File: config.mk
export PLATFORM = sky130hd
export DESIGN_NAME = pair_mismatch_logger
export DESIGN_NICKNAME = d
export VERILOG_FILES = /design/src/rtl/pair_mismatch_logger_pkg.sv /design/src/rtl/pair_mismatch_logger_fifo.sv /design/src/rtl/pair_mismatch_logger.sv
export SDC_FILE = /design/constraint.sdc
export NUM_CORES = 1
export LEC_CHECK = 0
export ABC_AREA = 0
export CORE_MARGIN = 4
export CORE_UTILIZATION = 30
export DETAILED_ROUTE_END_ITERATION = 7
export PLACE_DENSITY = 0.49
export SLEW_MARGIN = 20
export SYNTH_ARGS = -nofsm -noshare
export SYNTH_HDL_FRONTEND = slang
export SYNTH_HIERARCHICAL = 1
export SYNTH_SLANG_ARGS = --single-unit
File: constraint.sdc
create_clock -name clk -period 6.2 [get_ports clk]
set_input_delay 1.86 -clock clk [delete_from_list [all_inputs] [get_ports clk]]
set_output_delay 1.86 -clock clk [all_outputs]
set_load 0.005 [all_outputs]
File: src/rtl/pair_mismatch_logger_pkg.sv
// rtl/pair_mismatch_logger_pkg.sv - shared types and helpers for the pair mismatch logger
package pair_mismatch_logger_pkg;

    // One sample: two bits from the blocking stage, then two from the non-blocking stage
    localparam int PAIR_W   = 4;
    localparam int DEF_TS_W = 16;

    typedef enum logic {
        IDLE = 1'b0,
        RUN  = 1'b1
    } state_t;

    // FIFO entry layout: timestamp in the upper bits, sample in the low PAIR_W bits
    typedef struct packed {
        logic [DEF_TS_W-1:0] ts;
        logic [PAIR_W-1:0]   pair;
    } entry_t;

    function automatic logic [PAIR_W-1:0] pack_pair(
        input logic a_blk,
        input logic b_blk,
        input logic a_nb,
        input logic b_nb
    );
        return {a_blk, b_blk, a_nb, b_nb};
    endfunction

endpackage

File: src/rtl/pair_mismatch_logger_fifo.sv
// rtl/pair_mismatch_logger_fifo.sv - first-word fall-through FIFO holding mismatch entries
module sync_fifo_fwft #(
    parameter int DEPTH = 8,
    parameter int WIDTH = 20
) (
    input  logic                     clk,
    input  logic                     rst_n,
    input  logic                     clear,
    input  logic                     push,
    input  logic [WIDTH-1:0]         push_data,
    input  logic                     pop,
    output logic [WIDTH-1:0]         pop_data,
    output logic [$clog2(DEPTH):0]   count,
    output logic                     full,
    output logic                     empty
);

    localparam int AW = $clog2(DEPTH);
    localparam int CW = AW + 1;

    logic [WIDTH-1:0] mem [DEPTH];
    logic [AW-1:0]    wr_ptr;
    logic [AW-1:0]    rd_ptr;
    logic             do_push;
    logic             do_pop;

    assign full    = (count == CW'(DEPTH));
    assign empty   = (count == '0);
    assign do_pop  = pop && !empty;
    // A full FIFO still accepts a write when the head leaves at the same edge
    assign do_push = push && (!full || do_pop);

    // Head is presented straight from the array; forced to zero while empty
    assign pop_data = empty ? '0 : mem[rd_ptr];

    // Pointer and occupancy bookkeeping; clear wins over any push or pop
    always_ff @(posedge clk or negedge rst_n) begin
        if (!rst_n) begin
            wr_ptr <= '0;
            rd_ptr <= '0;
            count  <= '0;
        end else if (clear) begin
            wr_ptr <= '0;
            rd_ptr <= '0;
            count  <= '0;
        end else begin
            if (do_push) wr_ptr <= wr_ptr + AW'(1);
            if (do_pop)  rd_ptr <= rd_ptr + AW'(1);
            case ({do_push, do_pop})
                2'b10:   count <= count + CW'(1);
                2'b01:   count <= count - CW'(1);
                default: count <= count;
            endcase
        end
    end

    // Storage array; contents are don't-care until written, reads are gated by empty
    always_ff @(posedge clk) begin
        if (do_push && !clear) mem[wr_ptr] <= push_data;
    end

endmodule

File: src/rtl/pair_mismatch_logger.sv
// rtl/pair_mismatch_logger.sv - logs cycles where blocking and non-blocking pair outputs diverge
module pair_mismatch_logger
    import pair_mismatch_logger_pkg::*;
#(
    parameter int DEPTH = 8,
    parameter int TS_W  = 16
) (
    input  logic                     clk,
    input  logic                     rst_n,
    input  logic                     enable,
    input  logic                     clear,
    input  logic                     a_blk,
    input  logic                     b_blk,
    input  logic                     a_nb,
    input  logic                     b_nb,
    output logic                     out_valid,
    input  logic                     out_ready,
    output logic [TS_W-1:0]          out_ts,
    output logic [PAIR_W-1:0]        out_pair,
    output logic [TS_W-1:0]          mismatch_cnt,
    output logic                     overflow,
    output logic [$clog2(DEPTH):0]   fifo_count
);

    localparam int WIDTH = TS_W + PAIR_W;

    state_t              state;
    state_t              state_nxt;
    logic [TS_W-1:0]     timestamp;
    logic [PAIR_W-1:0]   sample;
    logic                mismatch;
    logic                pop;
    logic                full;
    logic                empty;
    logic                drop;

    assign sample   = pack_pair(a_blk, b_blk, a_nb, b_nb);
    assign mismatch = (state == RUN) && (sample[3:2] != sample[1:0]);
    assign pop      = out_valid && out_ready;
    // Full implies a valid head, so the only escape from a drop is a same-edge pop
    assign drop     = mismatch && full && !pop;
    assign out_valid = !empty;

    // Capture state register
    always_ff @(posedge clk or negedge rst_n) begin
        if (!rst_n) state <= IDLE;
        else        state <= state_nxt;
    end

    // Run/pause follows enable one edge later; clear does not touch state
    always_comb begin
        state_nxt = state;
        case (state)
            IDLE:    if (enable)  state_nxt = RUN;
            RUN:     if (!enable) state_nxt = IDLE;
            default: state_nxt = IDLE;
        endcase
    end

    // Free-running timestamp while capturing, wrapping silently
    always_ff @(posedge clk or negedge rst_n) begin
        if (!rst_n)             timestamp <= '0;
        else if (clear)         timestamp <= '0;
        else if (state == RUN)  timestamp <= timestamp + TS_W'(1);
    end

    // Mismatch total, including dropped entries, saturating at all-ones
    always_ff @(posedge clk or negedge rst_n) begin
        if (!rst_n)                               mismatch_cnt <= '0;
        else if (clear)                           mismatch_cnt <= '0;
        else if (mismatch && (mismatch_cnt != '1)) mismatch_cnt <= mismatch_cnt + TS_W'(1);
    end

    // Sticky flag for an entry lost to a full FIFO
    always_ff @(posedge clk or negedge rst_n) begin
        if (!rst_n)     overflow <= 1'b0;
        else if (clear) overflow <= 1'b0;
        else if (drop)  overflow <= 1'b1;
    end

    // Entry carries the pre-increment timestamp of the edge that saw the mismatch
    sync_fifo_fwft #(
        .DEPTH (DEPTH),
        .WIDTH (WIDTH)
    ) u_fifo (
        .clk       (clk),
        .rst_n     (rst_n),
        .clear     (clear),
        .push      (mismatch),
        .push_data ({timestamp, sample}),
        .pop       (pop),
        .pop_data  ({out_ts, out_pair}),
        .count     (fifo_count),
        .full      (full),
        .empty     (empty)
    );

endmodule
==> summary.md, run 1 <==
| Metric | Value |
|---|---|
| Vias post-DR | `4739` |
| Final #Nets | `605` |
| Post-synth top area share | `55.8%` |
| Post-route design area | `0.0103 sq mm` |
| Synth top area cells | `edfxtp_1 56%, dfrtp_1 13%, mux4_2 10%` |
| Postcts setup bufs | `0` |
| Unrepaired setup endpoints after global routing | `false` |
| Rel. slew slack | `31.9%` |
| Slew @ Worst Pin | `1020 ps` |
| Sequential element share of the synthesized area | `68.6%` |
| Area Overhead vs Synth | `19.6%` |
| IO Count | `51` |
| Chip Height | `177 microns` |
| Vias in the first global route | `5110` |
| Crit path kind | `flip-flop to output port` |
| Std cell rows | `61` |
| Initial detailed-routing violation count | `295` |
| CP Capture Type | `output port` |
| Status | `finished, final reports clean` |
| Placed insts | `942` |
| CP max FO | `22` |
| TNS Setup | `0 ps` |
| Routed WL | `18.7 mm` |
| VDD IR-drop max | `0.179 mV` |
| CTS root buf | `clkbuf_16` |
| CTS Hold Buffers Added | `0` |
| Setup WS pre-CTS | `914 ps` |
| Finish-stage setup viols | `0` |
| First-pass GRT wire length | `29.8 mm` |
| Routed Antenna Nets | `0` |
| Pre-Repair DR Iteration Count | `4` |
| Crit start category | `flip-flop` |
| Chip width | `177 microns` |
| Count leader, synth | `edfxtp_1` |
| Critical path origin | `u_fifo/rd_ptr[0]` |
| Total gr overflow | `0` |
| Main synth FF type | `edfxtp_1` |
| Post-layout min period | `4930 ps` |
| Hold path start | `overflow` |
| Worst skew pair latency | `520 ps` |
| Core area | `0.0280 sq mm` |
| Gates resized, CTS repair | `0` |
| Port Buf Inserts | `50` |
| Ratio of cells with drive above 1 in the final layout | `19.1%` |
| Multi-input logic area | `0.00258 sq mm` |
| GRT Total Usage | `12.2%` |
| Worst EP arrival | `3070 ps` |
| Worst R2R Setup Slack | `1990 ps` |
| Synth area leader | `edfxtp_1` |
| Hold worst-path end | `overflow` |
| Detailed Place HPWL | `11.1 mm` |
| Fin worst setup slack | `1270 ps` |
| CP required | `4340 ps` |
| Setup Skew | `24.1 ps` |
| GPL Wtd Cong | `0.736` |
| Hold path cells | `2` |
| RR Startpoint | `u_fifo/count[0]` |
| Max-cap violations | `0` |
| Clock slew at reported path FFs | `50 ps` |
| Final Util | `36.7%` |
| Fillcell total | `2631` |
| EDFF count, synth | `160` |
| Cells after synthesis | `526` |
| Ys Warns | `6` |
| Synth cell count leaders | `160 x edfxtp_1, 58 x nor2_1, 44 x dfrtp_1` |
| Synth async-reset ratio | `21.6%` |
| DR vias/cell | `4.82` |
| Cell Area, Placed | `0.00960 sq mm` |
| Worst hold path class | `flip-flop to flip-flop` |
| Mean Syn Cell Area | `16.4 sq um` |
| Reg area | `0.00591 sq mm` |
| Pleak | `3.45 nW` |
| Routed wire per std cell | `19.0 microns` |
| Final worst-path cycle share | `79.5%` |
| CTS tree | `done` |
| Power Density | `307 mW/mm^2` |
| Non-filler cells, final | `984` |
| Netlist cell types | `55` |
| Initial Util | `30.7%` |
| Ant diodes | `0` |
| Reg2Reg Depth | `7` |
| Max clock buf depth | `3` |
| Post-Syn Area | `0.00860 sq mm` |
| Antenna violations before repair | `0` |
| Syn nets | `542` |
| Largest net degree at the start of global routing | `55` |
| Slew Viols, Final | `0` |
| Hold Violations, Final | `0` |
| H-Tree Depth | `1` |
| Num CTS Buffers | `23` |
| FMAX | `203 MHz` |
| Number of synthesized register bits | `204` |
| Die area | `0.0315 sq mm` |
| Clock sink count | `204` |
| DRC viols | `0` |
| FF-to-FF End | `u_fifo/mem[2][7]` |
## cells in the final DEF (no fill, tap or decap), types with 4 or more instances in the layout
cell type        count
a211oi_1             4
nand4_1              6
nand2_1             18
mux2_2               8
dfrtp_1             42
inv_1               11
o21ai_0              6
mux2i_1             25
or3_1                4
nor2_1              55
ha_1                 6
clkinv_1             5
buf_4               14
or4_1                5
clkinv_2             6
nor2b_1              9
xor2_1              18
o31ai_1              4
clkbuf_16           23
clkbuf_1             6
clkdlybuf4s50_1     48
edfxtp_1           160
nand3_1             11
a21oi_1             14
mux4_2              40
## power by group
part | switching, mW | leakage (nW) | internal, mW
clock | 0.527 | 0.341 | 0.700
combinational | 0.186 | 1.03 | 0.210
sequential | 0.0440 | 2.08 | 1.50
total | 0.757 | 3.45 | 2.41
## worst max path at each step
stage | cells after the start | endpoint
6_report | 5 | out_ts[14]
5_1_grt | 5 | out_ts[13]
4_1_cts | 5 | out_ts[14]
3_5_place_dp | 7 | u_fifo/mem[2][3]
3_3_place_gp | 7 | u_fifo/mem[2][0]
2_1_floorplan | 5 | u_fifo/mem[0][0]
## worst max-delay path, cell delays in order (launching register included)
cell	delay [ps]
dfrtp_2	870
buf_4	430
mux4_2	550
mux2i_1	160
nor2_1	60
clkdlybuf4s50_1	470
## layout make-up
class,instances,area share [%]
inverter,12,0.438
sequential,204,57.5
clock inverter,12,0.718
timing repair buffer,63,5.74
multi-input combinational,285,25.1
tap,378,4.60
clock buffer,30,5.95
## registers in the layout (all words and copies together), names as in the netlist
| register | count |
|---|---|
| u_fifo/count | 4 |
| mismatch_cnt | 16 |
| overflow | 1 |
| state | 1 |
| timestamp | 16 |
| u_fifo/mem | 160 |
| u_fifo/rd_ptr | 3 |
| u_fifo/wr_ptr | 3 |
## metrics by stage
| stage | hold slack (ps) | power (mW) |
|---|---|---|
| CTS | 534 | 3.22 |
| global placement | 522 | 1.97 |
| detailed placement | 517 | 1.98 |
| finish | 518 | 3.16 |
| global route | 571 | 3.31 |
| floorplan | 486 | 1.78 |
## metal layers
layer / routed length [microns] / vias up / GRT usage (%)
met4: 630 / 0 / 4.13
met5: 0 / - / 0
met3: 854 / 42 / 2.58
met2: 8760 / 99 / 19.9
met1: 8410 / 2429 / 16.4
li1: - / 2169 / -
## kinds of logic (layout without fill, tap and decap cells)
kind of cell | Yosys count | after routing | share of synthesized area, %
multiplexers | 73 | 73 | 14.4
XOR/XNOR | 20 | 20 | 2.04
AND/OR/NAND/NOR | 144 | 144 | 8.77
buffers and inverters | 37 | 117 | 1.76
adder cells (fa/ha/maj) | 7 | 7 | 1.11
flip-flops | 204 | 204 | 68.6
AO/OA/AOI/OAI | 41 | 41 | 3.26
(Power assumes the default switching activity.)
==> run 2, diff against run 1 <==
Settings changed: PLACE_DENSITY 0.49 to 0.5.
Clock period 6.2 ns to 4.4 ns, I/O delays scaled along.
==> run 2 against run 1 <==
  * Count of clock-buffer cells in the layout shrank 2
  * Register-to-register slack lost 490 ps
  * Non-clock buffer count up 6
  * Via count decreased by 0.63%
  * Clock skew is 13 ps lower
  * Routed wire length shrank 1.2%
  * Utilization grew 0.35 points
  * Highest routed layer unchanged
==> summary.md, run 2 (synthesis gave the netlist of run 1 again) <==
| Metric | Value |
|---|---|
| Sequential fraction of design power | `49.1% (was 48.7%)` |
| Hold Violations, Final | `0 (unchanged)` |
| H-Tree Depth | `1 (unchanged)` |
| GRT Total Usage | `12.0% (was 12.2%)` |
| Total gr overflow | `0 (unchanged)` |
| Postcts setup bufs | `0 (unchanged)` |
| Slew Viols, Final | `0 (unchanged)` |
| CP max FO | `13 (was 22)` |
| Placed insts | `948 (was 942)` |
| Clock slew at reported path FFs | `60 ps (was 50 ps)` |
| Status | `finished, final reports clean (unchanged)` |
| Final worst-path cycle share | `91.0%` |
| Clock power share | `37.6% (was 38.8%)` |
| CTS tree | `done (unchanged)` |
| Worst hold path class | `flip-flop to flip-flop (unchanged)` |
| Chip Height | `177 microns (unchanged)` |
| CTS Hold Buffers Added | `0 (unchanged)` |
| Switching share of total power | `23.6% (was 23.9%)` |
| Initial detailed-routing violation count | `346 (was 295)` |
| GPL Wtd Cong | `0.766 (was 0.736)` |
| Top reg by flops | `u_fifo/mem (unchanged)` |
| Internal | `3.36 mW (was 2.41 mW)` |
| Leading cell type in the layout, fill and taps excluded | `edfxtp_1 (unchanged)` |
| Non-filler cells, final | `988 (was 984)` |
| Crit start category | `flip-flop (unchanged)` |
| Port Buf Inserts | `50 (unchanged)` |
| Slew @ Worst Pin | `947 ps (was 1020 ps)` |
| Crit path kind | `flip-flop to output port (unchanged)` |
| Vias post-DR | `4709 (was 4739)` |
| Min Hold Slack | `513 ps (was 518 ps)` |
| DR vias/cell | `4.77 (was 4.82)` |
| First-pass GRT wire length | `29.5 mm (was 29.8 mm)` |
| Area Overhead vs Synth | `20.7% (was 19.6%)` |
| Ratio of cells with drive above 1 in the final layout | `19.2% (was 19.1%)` |
| Setup Skew | `11.4 ps (was 24.1 ps)` |
| Logic pwr share | `13.3% (was 12.5%)` |
| DRC viols | `0 (unchanged)` |
| Routed Antenna Nets | `0 (unchanged)` |
| Vias in the first global route | `5121 (was 5110)` |
| CP required | `3080 ps (was 4340 ps)` |
| Die area | `0.0315 sq mm (unchanged)` |
| Largest regs | `u_fifo/mem x160, mismatch_cnt x16, timestamp x16 (unchanged)` |
| CP max stage cell | `dfrtp_2 (unchanged)` |
| Antenna violations before repair | `0 (unchanged)` |
| Post-layout min period | `4010 ps` |
| CP peak stage delay | `680 ps (was 870 ps)` |
| Reg area | `0.00591 sq mm (about the same)` |
| Finish-stage setup viols | `0 (unchanged)` |
| Std cell rows | `61 (unchanged)` |
| Max clock buf depth | `3 (unchanged)` |
| CTS root buf | `clkbuf_16 (unchanged)` |
| Ant diodes | `0 (unchanged)` |
| Worst skew pair latency | `500 ps (was 520 ps)` |
| Largest net degree at the start of global routing | `45 (was 55)` |
| Num CTS Buffers | `22 (was 23)` |
| Pleak | `3.48 nW (was 3.45 nW)` |
| CP Capture Type | `output port (unchanged)` |
| Multi-input logic area | `0.00260 sq mm (was 0.00258 sq mm)` |
| Max-cap violations | `0 (unchanged)` |
| Worst EP arrival | `2690 ps (was 3070 ps)` |
| Routed wire per std cell | `18.6 microns (was 19.0 microns)` |
| Gates resized, CTS repair | `0 (unchanged)` |
| Max reg flops | `160 (unchanged)` |
| Cells along the critical path | `buf_4 -> mux4_2 -> mux2i_1 -> nor2_1 -> clkdlybuf4s50_1 (unchanged)` |
| Power Density | `424 mW/mm^2 (was 307 mW/mm^2)` |
| FMAX | `250 MHz` |
| Rel. slew slack | `36.8% (was 31.9%)` |
| Unrepaired setup endpoints after global routing | `false (unchanged)` |
| Clock sink count | `204 (unchanged)` |
| Pre-Repair DR Iteration Count | `4 (unchanged)` |
| Most frequent cells in the layout | `160 x edfxtp_1, 55 x nor2_1, 48 x clkdlybuf4s50_1 (unchanged)` |
| P_sw | `1.04 mW (was 0.757 mW)` |
| Detailed Place HPWL | `11.5 mm (was 11.1 mm)` |
| Fillcell total | `2639 (was 2631)` |
| VDD IR-drop max | `0.254 mV (was 0.179 mV)` |
| IO Count | `51 (unchanged)` |
| Routed WL | `18.4 mm (was 18.7 mm)` |
| TNS Setup | `0 ps (unchanged)` |
| Final #Nets | `610 (was 605)` |
| Initial Util | `30.7% (unchanged)` |
| Core area | `0.0280 sq mm (unchanged)` |
| Chip width | `177 microns (unchanged)` |
run 2: power groups by stage:
stage          sequential [mW]  combinational [mW]  clock (mW)
5_1_grt                   2.17               0.645        1.80
4_1_cts                   2.16               0.607        1.71
6_report                  2.16               0.584        1.65
3_5_place_dp              2.20               0.604           0
3_3_place_gp              2.20               0.604           0
2_1_floorplan             2.17               0.329           0
run 2: layout make-up:
cell class	count	area share (%)
Timing Repair Buffer	69	6.84
Multi-Input combinational cell	285	25.0
Inverter	12	0.434
Tap cell	378	4.55
Sequential cell	204	56.9
Clock buffer	28	5.62
Clock inverter	12	0.639
run 2: worst paths after layout:
kind | from | endpoint | slack [ps] | cells past startpoint
max reg2reg | u_fifo/count[0] | u_fifo/count[3] | 1500 | 11
max | u_fifo/rd_ptr[0] | out_ts[9] | 390 | 5
min | overflow | overflow | 510 | 2
max in group asynchronous | rst_n | u_fifo/rd_ptr[0] | 3130 | 1
min in group asynchronous | rst_n | mismatch_cnt[12] | 830 | 1
min reg2reg | overflow | overflow | 510 | 2
run 2: through the flow:
| stage | power (mW) | instance area [sq um] | utilization [%] | setup slack [ps] |
|---|---|---|---|---|
| 2_1_floorplan | 2.50 | 8620 | - | 519 |
| 3_3_place_gp | 2.80 | 9730 | 34.7 | 438 |
| 3_5_place_dp | 2.80 | 9730 | 34.7 | 323 |
| 4_1_cts | 4.48 | 10400 | 37.1 | 297 |
| 5_1_grt | 4.61 | 10400 | 37.1 | 194 |
| 6_report | 4.40 | 10400 | 37.1 | 394 |
run 2: metal layers:
metal  GRT usage [%]  vias to the layer above  share of wire [%]
met5               0                        -                  0
met4            2.80                        0                1.8
met3            2.13                       20                4.3
met2            20.2                      103                 48
met1            16.4                     2403                 46
li1                -                     2183                  -
run 2: critical path: cells and delay by family (launching register included):
family	cells	cell delay, ps
AND/OR/NAND/NOR	1	60
flip-flops	1	680
multiplexers	2	690
buffers and inverters	2	760
